`src/rtl/alu_result_stage.sv`:
```
`default_nettype none
// ============================================================================
//  Module   : alu_result_stage
//  Purpose  : Registers ALU result/zero-flag pairs into a 2-entry skid buffer
//             with a valid/ready handshake toward writeback, keeps a
//             saturating count of zero results and a sticky flag-mismatch
//             error.
//  Options  : RESULT_PARITY_EN - adds out_parity (even parity of the entry's
//             result word, computed on accept and stored with the entry).
//  Revision : 1.0 - initial release
// ============================================================================
module alu_result_stage #(
    parameter int WIDTH = 32,
    parameter int CNT_W = 8
) (
    input  logic             clk,
    input  logic             rst,
    input  logic             in_valid,
    output logic             in_ready,
    input  logic [WIDTH-1:0] in_result,
    input  logic             in_flag,
    output logic             out_valid,
    input  logic             out_ready,
    output logic [WIDTH-1:0] out_result,
    output logic             out_flag,
    output logic [CNT_W-1:0] zero_cnt,
    output logic             flag_err,
`ifdef RESULT_PARITY_EN
    output logic             out_parity,
`endif
    input  logic             clr
);

    // Entry layout: {[parity,] flag, result}
`ifdef RESULT_PARITY_EN
    localparam int c_ENT_W = WIDTH + 2;
`else
    localparam int c_ENT_W = WIDTH + 1;
`endif

    localparam logic [CNT_W-1:0] c_CNT_MAX = {CNT_W{1'b1}};
    localparam logic [CNT_W-1:0] c_CNT_ONE = {{(CNT_W-1){1'b0}}, 1'b1};

    typedef enum logic [1:0] {
        S_EMPTY = 2'd0,
        S_ONE   = 2'd1,
        S_FULL  = 2'd2
    } state_t;

    state_t               r_state;
    logic [c_ENT_W-1:0]   r_main;
    logic [c_ENT_W-1:0]   r_skid;
    logic [CNT_W-1:0]     r_zero_cnt;
    logic                 r_flag_err;

    logic                 w_accept;
    logic                 w_send;
    logic                 w_in_zero;
    logic [c_ENT_W-1:0]   w_in_entry;

    // in_ready depends only on the state register (and is held low in reset),
    // so there is no combinational path from out_ready back upstream.
    assign in_ready  = (r_state != S_FULL) && !rst;
    assign out_valid = (r_state != S_EMPTY);

    assign w_accept  = in_valid && in_ready;
    assign w_send    = out_valid && out_ready;
    assign w_in_zero = (in_result == {WIDTH{1'b0}});

`ifdef RESULT_PARITY_EN
    assign w_in_entry = {^in_result, in_flag, in_result};
    assign out_parity = r_main[WIDTH+1];
`else
    assign w_in_entry = {in_flag, in_result};
`endif

    assign out_result = r_main[WIDTH-1:0];
    assign out_flag   = r_main[WIDTH];
    assign zero_cnt   = r_zero_cnt;
    assign flag_err   = r_flag_err;

    // Skid-buffer control: main feeds the output, skid catches the one extra
    // entry accepted while the output is stalled.
    always_ff @(posedge clk or posedge rst) begin
        if (rst) begin
            r_state <= S_EMPTY;
            r_main  <= '0;
            r_skid  <= '0;
        end else begin
            case (r_state)
                S_EMPTY: begin
                    if (w_accept) begin
                        r_state <= S_ONE;
                        r_main  <= w_in_entry;
                    end
                end
                S_ONE: begin
                    if (w_accept && !w_send) begin
                        r_state <= S_FULL;
                        r_skid  <= w_in_entry;
                    end else if (w_accept && w_send) begin
                        r_main  <= w_in_entry;
                    end else if (w_send) begin
                        r_state <= S_EMPTY;
                    end
                end
                S_FULL: begin
                    if (w_send) begin
                        r_state <= S_ONE;
                        r_main  <= r_skid;
                    end
                end
                default: begin
                    r_state <= S_EMPTY;
                end
            endcase
        end
    end

    // Zero-result statistics and sticky flag check; clr overrides any
    // contribution from an accept in the same cycle.
    always_ff @(posedge clk or posedge rst) begin
        if (rst) begin
            r_zero_cnt <= '0;
            r_flag_err <= 1'b0;
        end else if (clr) begin
            r_zero_cnt <= '0;
            r_flag_err <= 1'b0;
        end else if (w_accept) begin
            if (in_flag && (r_zero_cnt != c_CNT_MAX)) begin
                r_zero_cnt <= r_zero_cnt + c_CNT_ONE;
            end
            if (in_flag != w_in_zero) begin
                r_flag_err <= 1'b1;
            end
        end
    end

endmodule
`default_nettype wire

```
`config.mk`:
```
export PLATFORM = sky130hd
export DESIGN_NAME = alu_result_stage
export DESIGN_NICKNAME = d
export VERILOG_FILES = /design/src/rtl/alu_result_stage.sv
export SDC_FILE = /design/constraint.sdc
export NUM_CORES = 1
export LEC_CHECK = 0
export ABC_AREA = 1
export ABC_CLOCK_PERIOD_IN_PS = 3300
export CORE_AREA = 4 4 92 94
export DETAILED_ROUTE_END_ITERATION = 16
export DIE_AREA = 0 0 96 98
export PLACE_DENSITY_LB_ADDON = 0.05
export SETUP_SLACK_MARGIN = 0.05
export SLEW_MARGIN = 5
export SYNTH_ARGS = -nofsm -noshare
export SYNTH_HDL_FRONTEND = slang
export SYNTH_SLANG_ARGS = --single-unit
```
`constraint.sdc`:
```
create_clock -name clk -period 3.3 [get_ports clk]
set_clock_uncertainty 0.1 [all_clocks]
set_input_delay 0.99 -clock clk [delete_from_list [all_inputs] [get_ports clk]]
set_output_delay 0.99 -clock clk [all_outputs]
set_load 0.1 [all_outputs]
```
==> impl_metrics.env, run 1 <==
export IMPL_crit_reg2reg_launch="r_state[0]"
export IMPL_synthArstFlopShare=1.000
export IMPL_clkLatencyLatePin_ps=340
export IMPL_antenna_found_initial=0
export IMPL_maxSlewHeadroom=0.4166
export IMPL_synth_distinct_cells=27
export IMPL_synth_area_leaders="dfrtp_1 (50%), a21oi_2 (13%), nor2_1 (8.6%)"
export IMPL_netlist_area_leader_share=0.5046
export IMPL_cts_buffer_depth=2
export IMPL_postRouteAntennaNets=0
export IMPL_num_io_pins=82
export IMPL_crit_fanout=2
export IMPL_syn2layout_area_growth_pct=25.98
export IMPL_vdd_drop_max_mv=0.6440
export IMPL_arrival_ps=1870
export IMPL_vias_per_cell=4.732
export IMPL_synth_flop_cell="dfrtp_1"
export IMPL_grt_pass1_vias=2861
export IMPL_max_freq_mhz=337.8
export IMPL_gr_usage_all_layers=0.1777
export IMPL_p_leak_nw=2.175
export IMPL_rsz0062_at_grt="false"
export IMPL_grt_max_degree=68
export IMPL_fillCellCount=668
export IMPL_clkTransAtPathRegs_ps=70
export IMPL_layout_min_cycle_time_ps=2960
export IMPL_crit_type="in -> out"
export IMPL_vias=2934
export IMPL_cts_setup_buffers=0
export IMPL_routed_wl_mm=7.735
export IMPL_post_drt_wl_per_cell_um=12.48
export IMPL_hold_viol=0
export IMPL_critical_path_endpoint_type="output port"
export IMPL_cp_required_ps=2210
export IMPL_portBuffers=81
export IMPL_overflow=0
export IMPL_fin_crit_sh=0.8970
export IMPL_antennaDiodeCount=0
export IMPL_status="finished clean"
export IMPL_start_util=0.4993
export IMPL_drive_above_1_share=0.2548
export IMPL_core_um2=7647
export IMPL_p_per_area_nw_per_um2=1116
export IMPL_syn_num_nets=476
export IMPL_cts_buffers=9
export IMPL_syn_area_um2=3819
export IMPL_post_route_util=0.6291
export IMPL_timing_final_max_slew_violations=0
export IMPL_synth_warning_count=0
export IMPL_synth_largest_area_cell="dfrtp_1"
export IMPL_cts_tree="yes"
export IMPL_rows=32
export IMPL_dp_slack_ps=202.7
export IMPL_drtIter0Drc=105
export IMPL_dr_pass1_iters=4
export IMPL_fin_tns_setup_ps=0
export IMPL_setup_viol=0
export IMPL_syn_inst=437
export IMPL_seq_area_frac_synth=0.5046
export IMPL_p_total_mw=5.367
export IMPL_cts_hold_buf=0
export IMPL_place_congestion=0.7781
export IMPL_seqCellArea_um2=1927
export IMPL_ys_ff_latch=77
export IMPL_clock_sinks=77
export IMPL_hpwl_mm=5.527
export IMPL_fp_dieH_um=98
export IMPL_multiInputGateArea_um2=1565
export IMPL_root_buffer="clkbuf_8"
export IMPL_worst_pin_slew_ps=875.1
export IMPL_drc=0
export IMPL_syn_avg_cell_area_um2=8.738
export IMPL_hold_path_class="reg -> reg"
export IMPL_setup_worst_path_start_class="primary input"
export IMPL_cts_repair_resized=0
export IMPL_hp_start="r_skid[32]"
export IMPL_die_area_um2=9408
export IMPL_startpoint="rst"
export IMPL_setup_ws_ps=339.9
export IMPL_h_tree_depth=3
export IMPL_grt_pass1_wl_mm=13.16
export IMPL_die_x_um=96
export IMPL_maxCapViolCount=0
export IMPL_synth_edf_count=0
export IMPL_finalNetCount=552
## flip-flops by register name (all words and copies together) (netlist names)
register	cells
r_state	2
flag_err	1
zero_cnt	8
r_skid	33
r_main	33
## layout by cell type (no fill, tap or decap), drive strengths merged, types with 2 or more instances in the layout
cell / n
nor2: 89
nand2: 78
dfrtp: 77
a21oi: 59
buf: 50
inv: 44
o21ai: 39
clkdlybuf4s50: 37
clkbuf: 10
o21a: 10
nand3: 6
clkinvlp: 3
xor2: 3
bufinv: 3
or2: 3
nand3b: 2
nor3: 2
## final cells by class
cell class | instances | share of cell area
Clock buffer | 10 | 0.02861
Clock inverter | 6 | 0.02289
Inverter | 45 | 0.03589
Multi-Input combinational cell | 293 | 0.3254
Sequential cell | 77 | 0.4005
Tap cell | 102 | 0.02653
Timing Repair Buffer | 87 | 0.1602
## metrics by stage
stage | cells | hold slack [ps] | instance area (um2)
2_1_floorplan | 437 | 359.1 | 3825
3_3_place_gp | 604 | 372.9 | 4563
3_5_place_dp | 604 | 380.6 | 4563
4_1_cts | 620 | 400.0 | 4811
5_1_grt | 620 | 416.1 | 4811
6_report | 620 | 394.8 | 4811
## power breakdown
group / internal, mW / leakage, nW / switching, mW
sequential: 1.34 / 0.876 / 0.187
clock: 0.522 / 0.119 / 0.344
combinational: 0.692 / 1.18 / 2.28
total: 2.55 / 2.17 / 2.81
## path summary, 6_finish.rpt
path,slack (ps),end,cells after the start
min in group asynchronous,1210,r_skid[17],3
max in group asynchronous,1040,r_skid[24],4
max reg2reg,1200,r_main[29],6
max,340,in_ready,3
min,390,r_skid[32],2
min reg2reg,390,r_skid[32],2
## synthesized netlist by cell type (all sizes together) (2+ instances only)
cell / n
o21ai: 39
clkbuf: 4
a21oi: 59
buf: 18
inv: 45
dfrtp: 77
nor3: 2
nand3b: 2
o21a: 10
nand3: 6
or2: 3
nor2: 89
xor2: 3
nand2: 78
## cell families (layout without fill, tap and decap cells)
| family | after synthesis | after routing | synth area share |
|---|---|---|---|
| and+or+nand+nor | 181 | 181 | 0.1930 |
| AOI/OAI and AO/OA | 108 | 108 | 0.2041 |
| DFF | 77 | 77 | 0.5046 |
| buffers and inverters | 67 | 148 | 0.08814 |
| xor gates and xnor gates | 3 | 3 | 0.006882 |
| adders and majority gates | 1 | 1 | 0.003276 |
## worst max-delay path, cell delays in order
cell             delay [ps]
clkdlybuf4s50_1         490
nor2_2                  200
buf_12                  190
## routing by layer
| metal | global-route usage | wire [um] |
|---|---|---|
| met2 | 0.2809 | 3634 |
| met5 | 0 | 0 |
| met3 | 0.04160 | 450 |
| met4 | 0.06565 | 133 |
| met1 | 0.2363 | 3516 |
Power figures use the tool's default switching activity.
==> inputs of run 2 (changes only) <==
--- a/config.mk
+++ b/config.mk
@@ -7,9 +7,9 @@
 export LEC_CHECK = 0
 export ABC_AREA = 1
 export ABC_CLOCK_PERIOD_IN_PS = 3300
-export CORE_AREA = 4 4 92 94
+export CORE_AREA = 4 4 128 69
 export DETAILED_ROUTE_END_ITERATION = 16
-export DIE_AREA = 0 0 96 98
+export DIE_AREA = 0 0 132 73
 export PLACE_DENSITY_LB_ADDON = 0.05
 export SETUP_SLACK_MARGIN = 0.05
 export SLEW_MARGIN = 5
==> run 2 against run 1 <==
Net effect: sequential power barely moved; critical path type unchanged; sequential share of layout area down 0.40 points; wire length grew 7.6%; largest cell class unchanged.
==> impl_metrics.env, run 2 (synthesized netlist as in run 1, its figures left out) <==
export IMPL_status="finished clean"
export IMPL_cts_hold_buf=0
export IMPL_core_um2=7741
export IMPL_grt_pass1_vias=2800
export IMPL_cts_setup_buffers=0
export IMPL_antenna_found_initial=0
export IMPL_root_buffer="clkbuf_16"
export IMPL_postRouteAntennaNets=0
export IMPL_p_per_area_nw_per_um2=1132
export IMPL_drtIter0Drc=161
export IMPL_crit_chain="clkdlybuf4s50_1 -> nor2_2 -> buf_12"
export IMPL_crit_type="in -> out"
export IMPL_fin_crit_sh=0.8893
export IMPL_maxSlewHeadroom=0.3491
export IMPL_max_stage_delay_ps=480
export IMPL_vias_per_cell=4.825
export IMPL_syn2layout_area_growth_pct=27.26
export IMPL_max_freq_mhz=340.7
export IMPL_crit_reg2reg_launch="r_state[0]"
export IMPL_cts_buffers=9
export IMPL_p_leak_nw=2.205
export IMPL_h_tree_depth=3
export IMPL_worst_pin_slew_ps=976.3
export IMPL_setup_worst_path_start_class="primary input"
export IMPL_gr_usage_all_layers=0.1840
export IMPL_grt_pass1_wl_mm=13.94
export IMPL_drive_above_1_share=0.2510
export IMPL_routed_wl_mm=8.322
export IMPL_post_drt_wl_per_cell_um=13.47
export IMPL_mostFrequentLayoutCells="nor2_1 (86), nand2_1 (77), dfrtp_1 (77)"
export IMPL_place_congestion=0.8105
export IMPL_antennaDiodeCount=0
export IMPL_cts_buffer_depth=2
export IMPL_cts_repair_resized=0
export IMPL_layout_min_cycle_time_ps=2935
export IMPL_r2r_slack_ps=1020
export IMPL_cts_tree="yes"
export IMPL_hold_worst_slack_ps=389.5
export IMPL_seqCellArea_um2=1927
export IMPL_setup_viol=0
export IMPL_multiInputGateArea_um2=1558
export IMPL_final_common_cell="nor2_1"
export IMPL_num_io_pins=82
export IMPL_start_util=0.4933
export IMPL_cp_slowest_cell="clkdlybuf4s50_1"
export IMPL_dr_pass1_iters=4
export IMPL_final_cells=618
export IMPL_drc=0
export IMPL_finalNetCount=552
export IMPL_crit_fanout=2
export IMPL_maxCapViolCount=0
export IMPL_clkTransAtPathRegs_ps=50
export IMPL_p_total_mw=5.501
export IMPL_portBuffers=81
export IMPL_arrival_ps=1840
export IMPL_critical_path_endpoint_type="output port"
export IMPL_vdd_drop_max_mv=0.6400
export IMPL_hp_start="r_skid[18]"
export IMPL_fin_tns_setup_ps=0
export IMPL_die_x_um=132
export IMPL_clkLatencyLatePin_ps=330
export IMPL_timing_final_max_slew_violations=0
export IMPL_cp_top_family="buffers and inverters"
export IMPL_post_route_util=0.6278
export IMPL_cp_required_ps=2210
export IMPL_vias=2982
export IMPL_fillCellCount=655
export IMPL_overflow=0
export IMPL_fp_dieH_um=73
export IMPL_placedCellCount=602
export IMPL_grt_max_degree=78
export IMPL_die_area_um2=9636
export IMPL_clock_sinks=77
export IMPL_hpwl_mm=5.741
export IMPL_rows=23
export IMPL_hold_path_class="reg -> reg"
export IMPL_path_buf_inv=2
export IMPL_startpoint="rst"
export IMPL_rsz0062_at_grt="false"
export IMPL_hold_viol=0
run 2: where the power goes:
| group | switching [mW] | total, mW | internal, mW |
|---|---|---|---|
| clock network | 0.368 | 0.972 | 0.604 |
| registers | 0.186 | 1.53 | 1.34 |
| logic | 2.30 | 3.00 | 0.697 |
| total | 2.86 | 5.50 | 2.64 |
run 2: area by class of cell:
class | count | area share
Clock inverter | 4 | 0.009784
Multi-Input combinational cell | 293 | 0.3205
Tap cell | 100 | 0.02575
Timing Repair Buffer | 87 | 0.1612
Inverter | 45 | 0.03553
Clock buffer | 12 | 0.05072
Sequential cell | 77 | 0.3965
run 2: path summary, 6_finish.rpt:
path	to	depth (start not counted)
setup reg to reg	r_main[13]	7
setup / recovery	in_ready	3
max in group asynchronous	r_skid[18]	3
hold / removal	r_skid[18]	2
hold reg to reg	r_skid[18]	2
min in group asynchronous	r_main[28]	3
run 2: routing by layer:
layer	wire, um	vias to the layer above	part of all wire	GRT usage
li1	-	1533	-	-
met1	4385	1360	0.53	0.2640
met2	3385	80	0.41	0.2662
met3	477	9	0.057	0.06267
met4	73	0	0.0088	0.05239
met5	0	-	0	0
run 2: metrics by stage:
stage	cell area, um2	setup slack (ps)
after floorplan	3825	61.80
after global placement	4566	288.0
after detailed placement	4566	241.3
after CTS	4860	351.3
after global routing	4860	327.9
final	4860	365.2
run 2: worst register-to-register path: stages (launching register included):
cell	delay, ps
dfrtp_1	390
inv_1	110
nand2_2	90
inv_2	110
buf_4	330
o21a_4	790
nor2_1	140
a21oi_2	150
